--- config.mk ---
export PLATFORM = sky130hd
export DESIGN_NAME = add_16
export DESIGN_NICKNAME = d
export VERILOG_FILES = /design/src/rtl/add_16.sv
export SDC_FILE = /design/constraint.sdc
export NUM_CORES = 1
export LEC_CHECK = 0
export ABC_AREA = 1
export CAP_MARGIN = 40
export CORE_MARGIN = 5
export CORE_UTILIZATION = 43
export DETAILED_ROUTE_END_ITERATION = 10
export PLACE_DENSITY_LB_ADDON = 0.1
export SETUP_SLACK_MARGIN = 0.4
export SYNTH_ARGS = -nofsm -noshare
export SYNTH_HDL_FRONTEND = slang
export SYNTH_SLANG_ARGS = --single-unit
--- constraint.sdc ---
create_clock -name clk -period 14.94 [get_ports clk]
set_input_delay 2.988 -clock clk [delete_from_list [all_inputs] [get_ports clk]]
set_output_delay 2.988 -clock clk [all_outputs]
set_load 0.005 [all_outputs]
--- src/rtl/add_16.sv ---
// 16-bit ripple-carry adder built from half/full adders, with registered
// sum, carry-out, signed-overflow and zero flags and a one-cycle valid strobe.

module add_16_ha (
  input  logic x,
  input  logic y,
  output logic s,
  output logic c
);
  assign s = x ^ y;
  assign c = x & y;
endmodule

module add_16_fa (
  input  logic x,
  input  logic y,
  input  logic ci,
  output logic s,
  output logic co
);
  logic s0;
  logic c0;
  logic c1;

  add_16_ha u_ha0 (.x(x),  .y(y),  .s(s0), .c(c0));
  add_16_ha u_ha1 (.x(s0), .y(ci), .s(s),  .c(c1));

  assign co = c0 | c1;
endmodule

module add_16 #(
  parameter int WIDTH = 16
) (
  input  logic             clk,
  input  logic             rst,
  input  logic             in_valid,
  input  logic [WIDTH-1:0] a,
  input  logic [WIDTH-1:0] b,
  input  logic             cin,
  output logic [WIDTH-1:0] sum,
  output logic             cout,
  output logic             overflow,
  output logic             zero,
  output logic             out_valid
);

  // carry[i] is the carry into bit i; carry[WIDTH] is the carry out of the MSB.
  logic [WIDTH:0]   carry;
  logic [WIDTH-1:0] sum_next;

  assign carry[0] = cin;

  for (genvar i = 0; i < WIDTH; i++) begin : g_bit
    add_16_fa u_fa (
      .x  (a[i]),
      .y  (b[i]),
      .ci (carry[i]),
      .s  (sum_next[i]),
      .co (carry[i+1])
    );
  end

  // Signed overflow comes from the MSB carries, independent of cout.
  logic overflow_next;
  assign overflow_next = carry[WIDTH-1] ^ carry[WIDTH];

  // NOTE: registered state uses non-blocking assignments so every flop samples
  // the pre-edge values; blocking here would create order-dependent races.
  always_ff @(posedge clk) begin
    if (rst) begin
      sum       <= '0;
      cout      <= 1'b0;
      overflow  <= 1'b0;
      zero      <= 1'b0;
      out_valid <= 1'b0;
    end else begin
      out_valid <= in_valid;
      if (in_valid) begin
        sum      <= sum_next;
        cout     <= carry[WIDTH];
        overflow <= overflow_next;
        zero     <= (sum_next == '0);
      end
    end
  end

endmodule

==> metrics.md, run 1 <==
| Metric | Value |
|---|---|
| DRT Wirelength | `2760 um` |
| Worst EP arrival | `approximately 10000 ps` |
| Port bufs | `55` |
| Fin area | `1710 um2` |
| Min-delay worst type | `reg -> reg` |
| DR vias | `around 950` |
| CORE AREA | `between 2000 and 2500 um2` |
| Final #Nets | `224` |
| Combinational Power Share | `between 30% and 40%` |
| Ys Warns | `0` |
| Unique masters post-synth | `18` |
| Power Density | `78.4 nW/um2` |
| Max Freq | `98.5 MHz` |
| Pleak | `approximately 0.67 nW` |
| Ports | `56` |
| Die Y | `61.4 um` |
| Final Power | `~130 uW` |
| Antenna violations before repair | `0` |
| Worst relative slew slack | `43.1%` |
| Ratio of cells with drive above 1 in the final layout | `around 6.5%` |
| Clock latency at the later pin of the worst-skew pair | `around 290 ps` |
| Largest area contributor in the netlist | `dfxtp_1` |
| Worst path cell trace | `clkdlybuf4s50_1, fa_1, fa_1, fa_1, fa_1, fa_1, fa_1, fa_1, fa_1, fa_1, fa_1, fa_1, fa_1, fa_1, fa_1, fa_1, inv_1, fa_1, nand3_1, nor2_1, nand3_1, a21oi_1` |
| Global-route wire length before repair | `4720 um` |
| GPL Wtd Cong | `0.760` |
| Vias in the first global route | `1079` |
| Critical path endpoint | `zero$_SDFFE_PP0P_` |
| Worst-margin pin slew | `851 ps` |
| Area of the mapped netlist | `between 1000 and 1500 um2` |
| Switching power | `38.3 uW` |
| H-tree Lvls | `1` |
| Critical Path Source Type | `input pin` |
| Clock-pin slew on the worst setup and hold paths | `around 100 ps` |
| Clock sink total | `20` |
| Share of the synthesized area in the top cell type | `35.3%` |
| CTS tree | `yes` |
| RSZ-0062 raised after global routing | `false` |
| Critical path type | `in -> reg` |
| # fillers | `216` |
| DR pass1 iterations | `4` |
| Final Setup Violations | `0` |
| Total track usage | `17.1%` |
| Layout Area Growth over Synthesis | `50.4%` |
| Max-slew violations | `0` |
| CTS Buffer Depth | `2` |
| Status | `finished clean` |
| # rows | `18` |
| Most frequent cells in the layout | `clkdlybuf4s50_1, nand2_1, dfxtp_1` |
| Die width | `61.4 um` |
| CTS buffer count | `3` |
| Iteration-0 DRC Markers | `54` |
| Most frequent CP cell | `fa_1` |
| Endpoints failing hold | `0` |
| Clock power share | `18.5%` |
| Commonest non-fill, non-tap cell in the layout | `clkdlybuf4s50_1` |
| Synthesized area per cell | `approximately 9.7 um2` |
| R2R depth | `4` |
| Die area | `3770 um2` |
| Seq/Total Area, Yosys | `35.3%` |
| Sequential group share of total power | `45.3%` |
| FF-to-FF Start | `overflow$_SDFFE_PP0P_` |
| Internal power | `95.5 uW` |
| Ant. Diodes | `0` |
| HPWL after DPL | `2310 um` |
| Peak supply drop | `0.0000496 V` |
| Gate Count Post-Synth | `roughly 120` |
| Area of the multi-input gates | `643 um2` |
| Worst-path maximum fanout | `2` |
| # resized after CTS | `0` |
| CP Capture Type | `flip-flop` |
| DP Area | `1680 um2` |
| First element of the critical path | `a[0]` |
| Drt drc | `0` |
| Routed len/inst | `13.8 um` |
| Post-synthesis net count | `169` |
| Remaining global-route overflow | `0` |
| Register area | `400 um2` |
| Largest net degree at the start of global routing | `21` |
| Setup_tns | `0 ps` |
| Reg2reg end | `overflow$_SDFFE_PP0P_` |
| Initial Util | `45.4%` |
| Worst path required time | `15090 ps` |
| FF+latch count, synth | `20` |
| Sw Share | `28.6%` |
| Slowest CP cell | `clkdlybuf4s50_1` |
| Vias per cell | `4.73` |
| Final antenna-violating net count | `0` |
| Worst reg-to-reg setup slack | `14250 ps` |
| Smallest hold slack | `around 470 ps` |
| CTS Root Cell | `clkbuf_4` |
| Layout Skew | `0 ps` |
| Cts hold-fix bufs | `0` |
| Top cells by area, synth | `dfxtp_1, fa_1, nand2_1` |
| Post-CTS Setup Bufs | `0` |
| Max-Cap Viols | `0` |
| Worst path max stage delay | `440 ps` |
| Tmin final | `10150 ps` |
| Fin crit share | `just under 70%` |
cell type report:
type | count | share of cell area [%]
multi-input combinational | 81 | 37.7
timing repair buffer | 56 | 33.1
sequential | 20 | 23.5
inverter | 10 | 2.20
tap | 30 | 2.20
clock buffer | 3 | 1.32
sequential cells by signal (all words and copies together), names as in the netlist:
signal     flops
cout           1
overflow       1
sum           16
out_valid      1
zero           1
synthesized netlist by cell type, drive strengths merged:
| library cell | instances |
|---|---|
| nand3 | 2 |
| buf | 5 |
| fa | 16 |
| nor2 | 17 |
| dfxtp | 20 |
| nor3b | 1 |
| o21ai | 1 |
| xnor2 | 1 |
| clkbuf | 1 |
| a211oi | 6 |
| or2 | 1 |
| a21oi | 11 |
| inv | 10 |
| nand2 | 25 |
power groups by stage:
| stage | sequential (mW) | clock (mW) | combinational, mW |
|---|---|---|---|
| floorplan | 0.0622 | 0 | 0.0230 |
| global placement | 0.0616 | 0 | 0.0469 |
| detailed placement | 0.0619 | 0 | 0.0487 |
| CTS | 0.0607 | 0.0263 | 0.0489 |
| global route | 0.0613 | 0.0291 | 0.0544 |
| finish | 0.0607 | 0.0247 | 0.0484 |
how the worst min path moves through the flow:
stage | start | cells past startpoint | end | slack (ps)
2_1_floorplan | sum[11]$_SDFFE_PP0P_ | 2 | sum[11]$_SDFFE_PP0P_ | 460
3_3_place_gp | sum[11]$_SDFFE_PP0P_ | 2 | sum[11]$_SDFFE_PP0P_ | 450
3_5_place_dp | sum[9]$_SDFFE_PP0P_ | 2 | sum[9]$_SDFFE_PP0P_ | 460
4_1_cts | sum[9]$_SDFFE_PP0P_ | 2 | sum[9]$_SDFFE_PP0P_ | 470
5_1_grt | sum[9]$_SDFFE_PP0P_ | 2 | sum[9]$_SDFFE_PP0P_ | 490
6_report | sum[8]$_SDFFE_PP0P_ | 2 | sum[8]$_SDFFE_PP0P_ | 470
cells by family (layout without fill, tap and decap cells):
kind of cell | Yosys count | after routing | synth area share, %
AO/OA/AOI/OAI | 18 | 18 | 11.0
XOR/XNOR | 1 | 1 | 0.772
adder cells (fa/ha/maj) | 16 | 16 | 28.2
buffers and inverters | 16 | 69 | 8.05
flip-flops | 20 | 20 | 35.3
AND/OR/NAND/NOR | 46 | 46 | 16.6
routing by layer:
layer / track usage (%) / wire length, um
met5: 0 / 0
met4: 6.36 / 17
met3: 4.61 / 279
met2: 30.7 / 1440
met1: 19.5 / 1030
critical path: cells and delay by family:
kind	cells	cell delay [ps]
adders and majority gates	16	6460
buffers and inverters	2	530
and+or+nand+nor	3	240
AOI/OAI and AO/OA	1	60
per-stage QoR:
step	instances	util [%]	worst slack, ps
2_1_floorplan	117	-	5340
3_3_place_gp	196	66.8	4660
3_5_place_dp	197	67.4	4490
4_1_cts	200	68.3	4800
5_1_grt	200	68.3	4530
6_report	200	68.3	4790
No activity file was read; power rests on OpenSTA's default activity.
==> run 2: changes to the inputs <==
Settings changed: CORE_UTILIZATION 43 to 40.
Clock period 14.94 ns to 10.4 ns, I/O delays scaled along.
==> metrics.md, run 2 (synthesized netlist as in run 1, its figures left out) <==
| Metric | Value |
|---|---|
| Status | `finished clean` |
| HPWL after DPL | `2170 um (-6.0%)` |
| Worst path cell trace | `clkdlybuf4s50_1, fa_1, fa_1, fa_1, fa_1, fa_1, fa_1, fa_1, fa_1, fa_1, fa_1, fa_1, fa_1, fa_1, fa_1, fa_1, inv_1, fa_1, nand3_1, nor2_1, nand3_1, a21oi_1` |
| DR vias | `945 (unchanged)` |
| Most frequent CP cell | `fa_1` |
| Slowest CP cell | `fa_1` |
| Max FFs per register | `16 (unchanged)` |
| Final #Nets | `224 (unchanged)` |
| Met3 wire length | `199 um (-29%)` |
| Ratio of cells with drive above 1 in the final layout | `7.02% (+0.55 points)` |
| H-tree Lvls | `1 (unchanged)` |
| Area of the multi-input gates | `643 um2 (unchanged)` |
| Fin area | `1720 um2 (+0.88%)` |
| # resized after CTS | `0 (unchanged)` |
| # rows | `19 (+1)` |
| Tmin final | `9200 ps` |
| Worst reg-to-reg setup slack | `9700 ps (-4550 ps)` |
| Critical path type | `in -> reg` |
| Drt drc | `0 (unchanged)` |
| GPL Wtd Cong | `0.707 (-6.9%)` |
| Ports | `56 (unchanged)` |
| Pleak | `0.675 nW (+1.1%)` |
| Worst-path maximum fanout | `2 (unchanged)` |
| Clock latency at the later pin of the worst-skew pair | `300 ps (about the same)` |
| Worst path max stage delay | `440 ps (about the same)` |
| Remaining global-route overflow | `0 (unchanged)` |
| Die area | `4000 um2 (+6.3%)` |
| Min-delay worst type | `reg -> reg` |
| Cts hold-fix bufs | `0 (unchanged)` |
| Final Setup Violations | `0 (unchanged)` |
| Final antenna-violating net count | `0 (unchanged)` |
| Met1 Wirelength | `1000 um (-2.2%)` |
| Routed wl met2 | `1450 um (+1.1%)` |
| Max Freq | `roughly 110 MHz` |
| Max-Cap Viols | `0 (unchanged)` |
| Antenna violations before repair | `0 (unchanged)` |
| RSZ-0062 raised after global routing | `false` |
| Clock-pin slew on the worst setup and hold paths | `120 ps (+20 ps)` |
| CTS tree | `yes` |
| Worst EP arrival | `9360 ps (-940 ps)` |
| Sw Share | `28.1% (-0.55 points)` |
| Port bufs | `55 (unchanged)` |
| Die Y | `63.3 um (+3.1%)` |
| DP Area | `1690 um2 (about the same)` |
| Combinational Power Share | `34.1% (-2.1 points)` |
| Largest net degree at the start of global routing | `24 (+14%)` |
| Internal power | `145 uW (+52%)` |
| Iteration-0 DRC Markers | `34 (-37%)` |
| Global-route wire length before repair | `4480 um (-5.1%)` |
| Ant. Diodes | `0 (unchanged)` |
| CP Capture Type | `flip-flop` |
| Endpoints failing hold | `0 (unchanged)` |
| Vias in the first global route | `1035 (-4.1%)` |
| Layout Skew | `0 ps (unchanged)` |
| Setup_tns | `0 ps (unchanged)` |
| DRT Wirelength | `2670 um (-3.2%)` |
| Fin crit share | `88.4%` |
| Switching power | `56.7 uW (+48%)` |
| Peak supply drop | `0.0000750 V (+51%)` |
| Worst relative slew slack | `43.1% (about the same)` |
| Routed len/inst | `13.2 um (-4.1%)` |
| DR pass1 iterations | `3 (-1)` |
| Total track usage | `14.0% (-3.1 points)` |
| Worst-margin pin slew | `851 ps (+0.509 ps)` |
| Most flops, register | `sum` |
| Layout Area Growth over Synthesis | `51.7%` |
| CORE AREA | `2730 um2 (+9.4%)` |
| Sequential group share of total power | `43.1% (-2.2 points)` |
| # fillers | `249 (+15%)` |
| Power Density | `117 nW/um2 (+49%)` |
| Post-CTS Setup Bufs | `0 (unchanged)` |
| Clock sink total | `20 (unchanged)` |
| Vias per cell | `4.68 (-0.99%)` |
| Critical Path Source Type | `input pin` |
| Clock power share | `22.8% (+4.3 points)` |
| Initial Util | `41.5% (-3.9 points)` |
| Max-slew violations | `0 (unchanged)` |
| DR top layer | `met4` |
| Commonest non-fill, non-tap cell in the layout | `clkdlybuf4s50_1` |
| CTS Buffer Depth | `2 (unchanged)` |
| Worst path required time | `10560 ps (-4530 ps)` |
| Die width | `63.3 um (+3.1%)` |
| CTS buffer count | `3 (unchanged)` |
| Most frequent cells in the layout | `clkdlybuf4s50_1, nand2_1, dfxtp_1` |
| CTS Root Cell | `clkbuf_4` |
| Register area | `400 um2 (unchanged)` |
run 2: metal layers:
layer	track usage, %	vias up
li1	-	471
met1	14.5	443
met2	26.0	29
met3	4.26	2
met4	5.45	0
met5	0	-
run 2: final cells by class:
class	instances	area share (%)
inverter	10	2.18
timing repair buffer	56	32.8
tap	31	2.25
clock buffer	4	2.11
multi-input combinational	81	37.4
sequential	20	23.3
run 2: worst max-delay path, delay by kind of cell:
| kind | cells | cell delay, ps |
|---|---|---|
| and+or+nand+nor | 3 | 220 |
| buffers and inverters | 2 | 510 |
| adders and majority gates | 16 | 6490 |
| AOI/OAI and AO/OA | 1 | 50 |
run 2: path summary, 6_finish.rpt:
check	startpoint	end	cells past startpoint
worst min-delay path	sum[8]$_SDFFE_PP0P_	sum[8]$_SDFFE_PP0P_	2
worst max register to register	overflow$_SDFFE_PP0P_	overflow$_SDFFE_PP0P_	4
worst max-delay path	a[0]	zero$_SDFFE_PP0P_	22
worst min register to register	sum[8]$_SDFFE_PP0P_	sum[8]$_SDFFE_PP0P_	2
run 2: power groups by stage:
stage / clock network [mW] / registers, mW / logic [mW]
3_3_place_gp: 0 / 0.0886 / 0.0676
4_1_cts: 0.0482 / 0.0871 / 0.0700
3_5_place_dp: 0 / 0.0888 / 0.0694
5_1_grt: 0.0500 / 0.0880 / 0.0777
6_report: 0.0459 / 0.0869 / 0.0688
2_1_floorplan: 0 / 0.0893 / 0.0331
run 2: metrics by stage:
stage | total power, mW | util [%] | hold WS [ps] | worst slack, ps | instances
floorplan | 0.122 | - | 455 | 1710 | 117
global placement | 0.156 | 61.1 | 447 | 943 | 197
detailed placement | 0.158 | 61.6 | 454 | 843 | 198
CTS | 0.205 | 63.0 | 473 | 1190 | 202
global route | 0.216 | 63.0 | 491 | 974 | 202
finish | 0.202 | 63.0 | 469 | 1200 | 202
==> run 3: changes to the inputs <==
Settings changed: CORE_UTILIZATION 40 to 43.
Clock period 10.4 ns to 11.07 ns, I/O delays scaled along.
==> metrics.md, run 3 (synthesized netlist as in run 1, its figures left out) <==
| Metric | Value |
|---|---|
| DP Area | `1680 um2 (-0.30%)` |
| CP Capture Type | `flip-flop` |
| Slowest CP cell | `fa_1` |
| Most flops, register | `sum` |
| Max-slew violations | `0 (unchanged)` |
| Global-route wire length before repair | `4360 um (-2.6%)` |
| Worst path required time | `11220 ps (+660 ps)` |
| Final Setup Violations | `0 (unchanged)` |
| Most frequent CP cell | `fa_1` |
| Layout Area Growth over Synthesis | `50.1%` |
| Worst-margin pin slew | `799 ps (-52.3 ps)` |
| Worst-path maximum fanout | `2 (unchanged)` |
| Ports | `56 (unchanged)` |
| Iteration-0 DRC Markers | `28 (-18%)` |
| Worst path max stage delay | `450 ps (about the same)` |
| Remaining global-route overflow | `0 (unchanged)` |
| Initial Util | `45.4% (+3.9 points)` |
| Ant. Diodes | `0 (unchanged)` |
| Vias per cell | `4.78 (+2.2%)` |
| RSZ-0062 raised after global routing | `false` |
| CTS buffer count | `3 (unchanged)` |
| Commonest non-fill, non-tap cell in the layout | `clkdlybuf4s50_1` |
| DRT Wirelength | `2560 um (-4.1%)` |
| Die Y | `61.4 um (-3.0%)` |
| Largest net degree at the start of global routing | `21 (-13%)` |
| Layout Skew | `0 ps (unchanged)` |
| # rows | `18 (-1)` |
| Placed insts | `197 (-0.51%)` |
| Final Non-Filler Cells | `200 (-0.99%)` |
| Total track usage | `15.6% (+1.6 points)` |
| Endpoints failing hold | `0 (unchanged)` |
| Max-Cap Viols | `0 (unchanged)` |
| Worst relative slew slack | `46.6% (+3.5 points)` |
| Critical Path Source Type | `input pin` |
| # resized after CTS | `0 (unchanged)` |
| HPWL after DPL | `2150 um (-1.1%)` |
| Port bufs | `55 (unchanged)` |
| Min-delay worst type | `reg -> reg` |
| Crit path buffers/inverters | `2 (unchanged)` |
| Tmin final | `9340 ps` |
| Max Freq | `107 MHz` |
| Final #Nets | `224 (unchanged)` |
| Post-CTS Setup Bufs | `0 (unchanged)` |
| CORE AREA | `2500 um2 (-8.6%)` |
| CP top delay family | `adder cells` |
| CTS Root Cell | `clkbuf_4` |
| Cts hold-fix bufs | `0 (unchanged)` |
| Pleak | `0.667 nW (-1.3%)` |
| Die width | `61.4 um (-3.0%)` |
| Clock latency at the later pin of the worst-skew pair | `290 ps (about the same)` |
| Clock sink total | `20 (unchanged)` |
| CTS tree | `yes` |
| Final antenna-violating net count | `0 (unchanged)` |
| Antenna violations before repair | `0 (unchanged)` |
| Max FFs per register | `16 (unchanged)` |
| Critical path type | `in -> reg` |
| DR pass1 iterations | `4 (+1)` |
| Drt drc | `0 (unchanged)` |
| Setup_tns | `0 ps (unchanged)` |
| Peak supply drop | `0.0000742 V (-1.0%)` |
| Clock-pin slew on the worst setup and hold paths | `110 ps (about the same)` |
| Fin crit share | `84.4%` |
| Most frequent cells in the layout | `clkdlybuf4s50_1, nand2_1, dfxtp_1` |
| Worst EP arrival | `9490 ps (+130 ps)` |
| DR vias | `956 (+1.2%)` |
| Routed len/inst | `12.8 um (-3.1%)` |
| H-tree Lvls | `1 (unchanged)` |
| Power Density | `105 nW/um2 (-10%)` |
| Worst path cell trace | `clkdlybuf4s50_1, fa_1, fa_1, fa_1, fa_1, fa_1, fa_1, fa_1, fa_1, fa_1, fa_1, fa_1, fa_1, fa_1, fa_1, fa_1, inv_1, fa_1, nand3_1, nor2_1, nand3_1, a21oi_1` |
| Ratio of cells with drive above 1 in the final layout | `6.47% (-0.55 points)` |
| Status | `finished clean` |
| Fin area | `1700 um2 (-1.1%)` |
| Die area | `3770 um2 (-5.9%)` |
| Vias in the first global route | `984 (-4.9%)` |
| GPL Wtd Cong | `0.724 (+2.3%)` |
| CTS Buffer Depth | `2 (unchanged)` |
| Worst reg-to-reg setup slack | `10360 ps (+660 ps)` |
[run 3: per-stage QoR]
step | util, % | hold WS, ps | power (mW) | setup WS (ps)
floorplan | - | 455 | 0.115 | 2250
global placement | 66.8 | 449 | 0.147 | 1540
global route | 68.1 | 487 | 0.194 | 1490
finish | 68.1 | 465 | 0.179 | 1730
detailed placement | 67.2 | 452 | 0.148 | 1430
CTS | 68.1 | 467 | 0.181 | 1720
[run 3: layer usage]
| metal | vias up | share of wire [%] | track usage [%] |
|---|---|---|---|
| li1 | 474 | - | - |
| met1 | 444 | 40 | 20.1 |
| met2 | 36 | 49 | 26.7 |
| met3 | 2 | 9.8 | 3.56 |
| met4 | 0 | 0.74 | 3.64 |
| met5 | - | 0 | 0 |
[run 3: area by class of cell]
type	instances	area (um2)
clock buffers	3	22.5
well taps	30	37.5
inverters	10	37.5
repair buffers	56	562
multi-input cells	81	643
flip-flops and latches	20	400
fillers	212	797
[run 3: path summary, 6_finish.rpt]
| check | startpoint | to | cells past startpoint |
|---|---|---|---|
| worst min register to register | sum[9]$_SDFFE_PP0P_ | sum[9]$_SDFFE_PP0P_ | 2 |
| worst max-delay path | a[0] | zero$_SDFFE_PP0P_ | 22 |
| worst min-delay path | sum[9]$_SDFFE_PP0P_ | sum[9]$_SDFFE_PP0P_ | 2 |
| worst max register to register | overflow$_SDFFE_PP0P_ | overflow$_SDFFE_PP0P_ | 4 |
[run 3: worst min-delay path, cell delays in order, from the launching register on]
cell and delay, ps:
dfxtp_1 320, nand2_1 60, a21oi_1 50
[run 3: power breakdown]
part | internal (mW) | switching (mW) | total, mW | leakage [nW]
logic | 0.0374 | 0.0268 | 0.0642 | 0.487
clock network | 0.0126 | 0.0203 | 0.0329 | 0.0138
registers | 0.0785 | 0.00314 | 0.0817 | 0.165
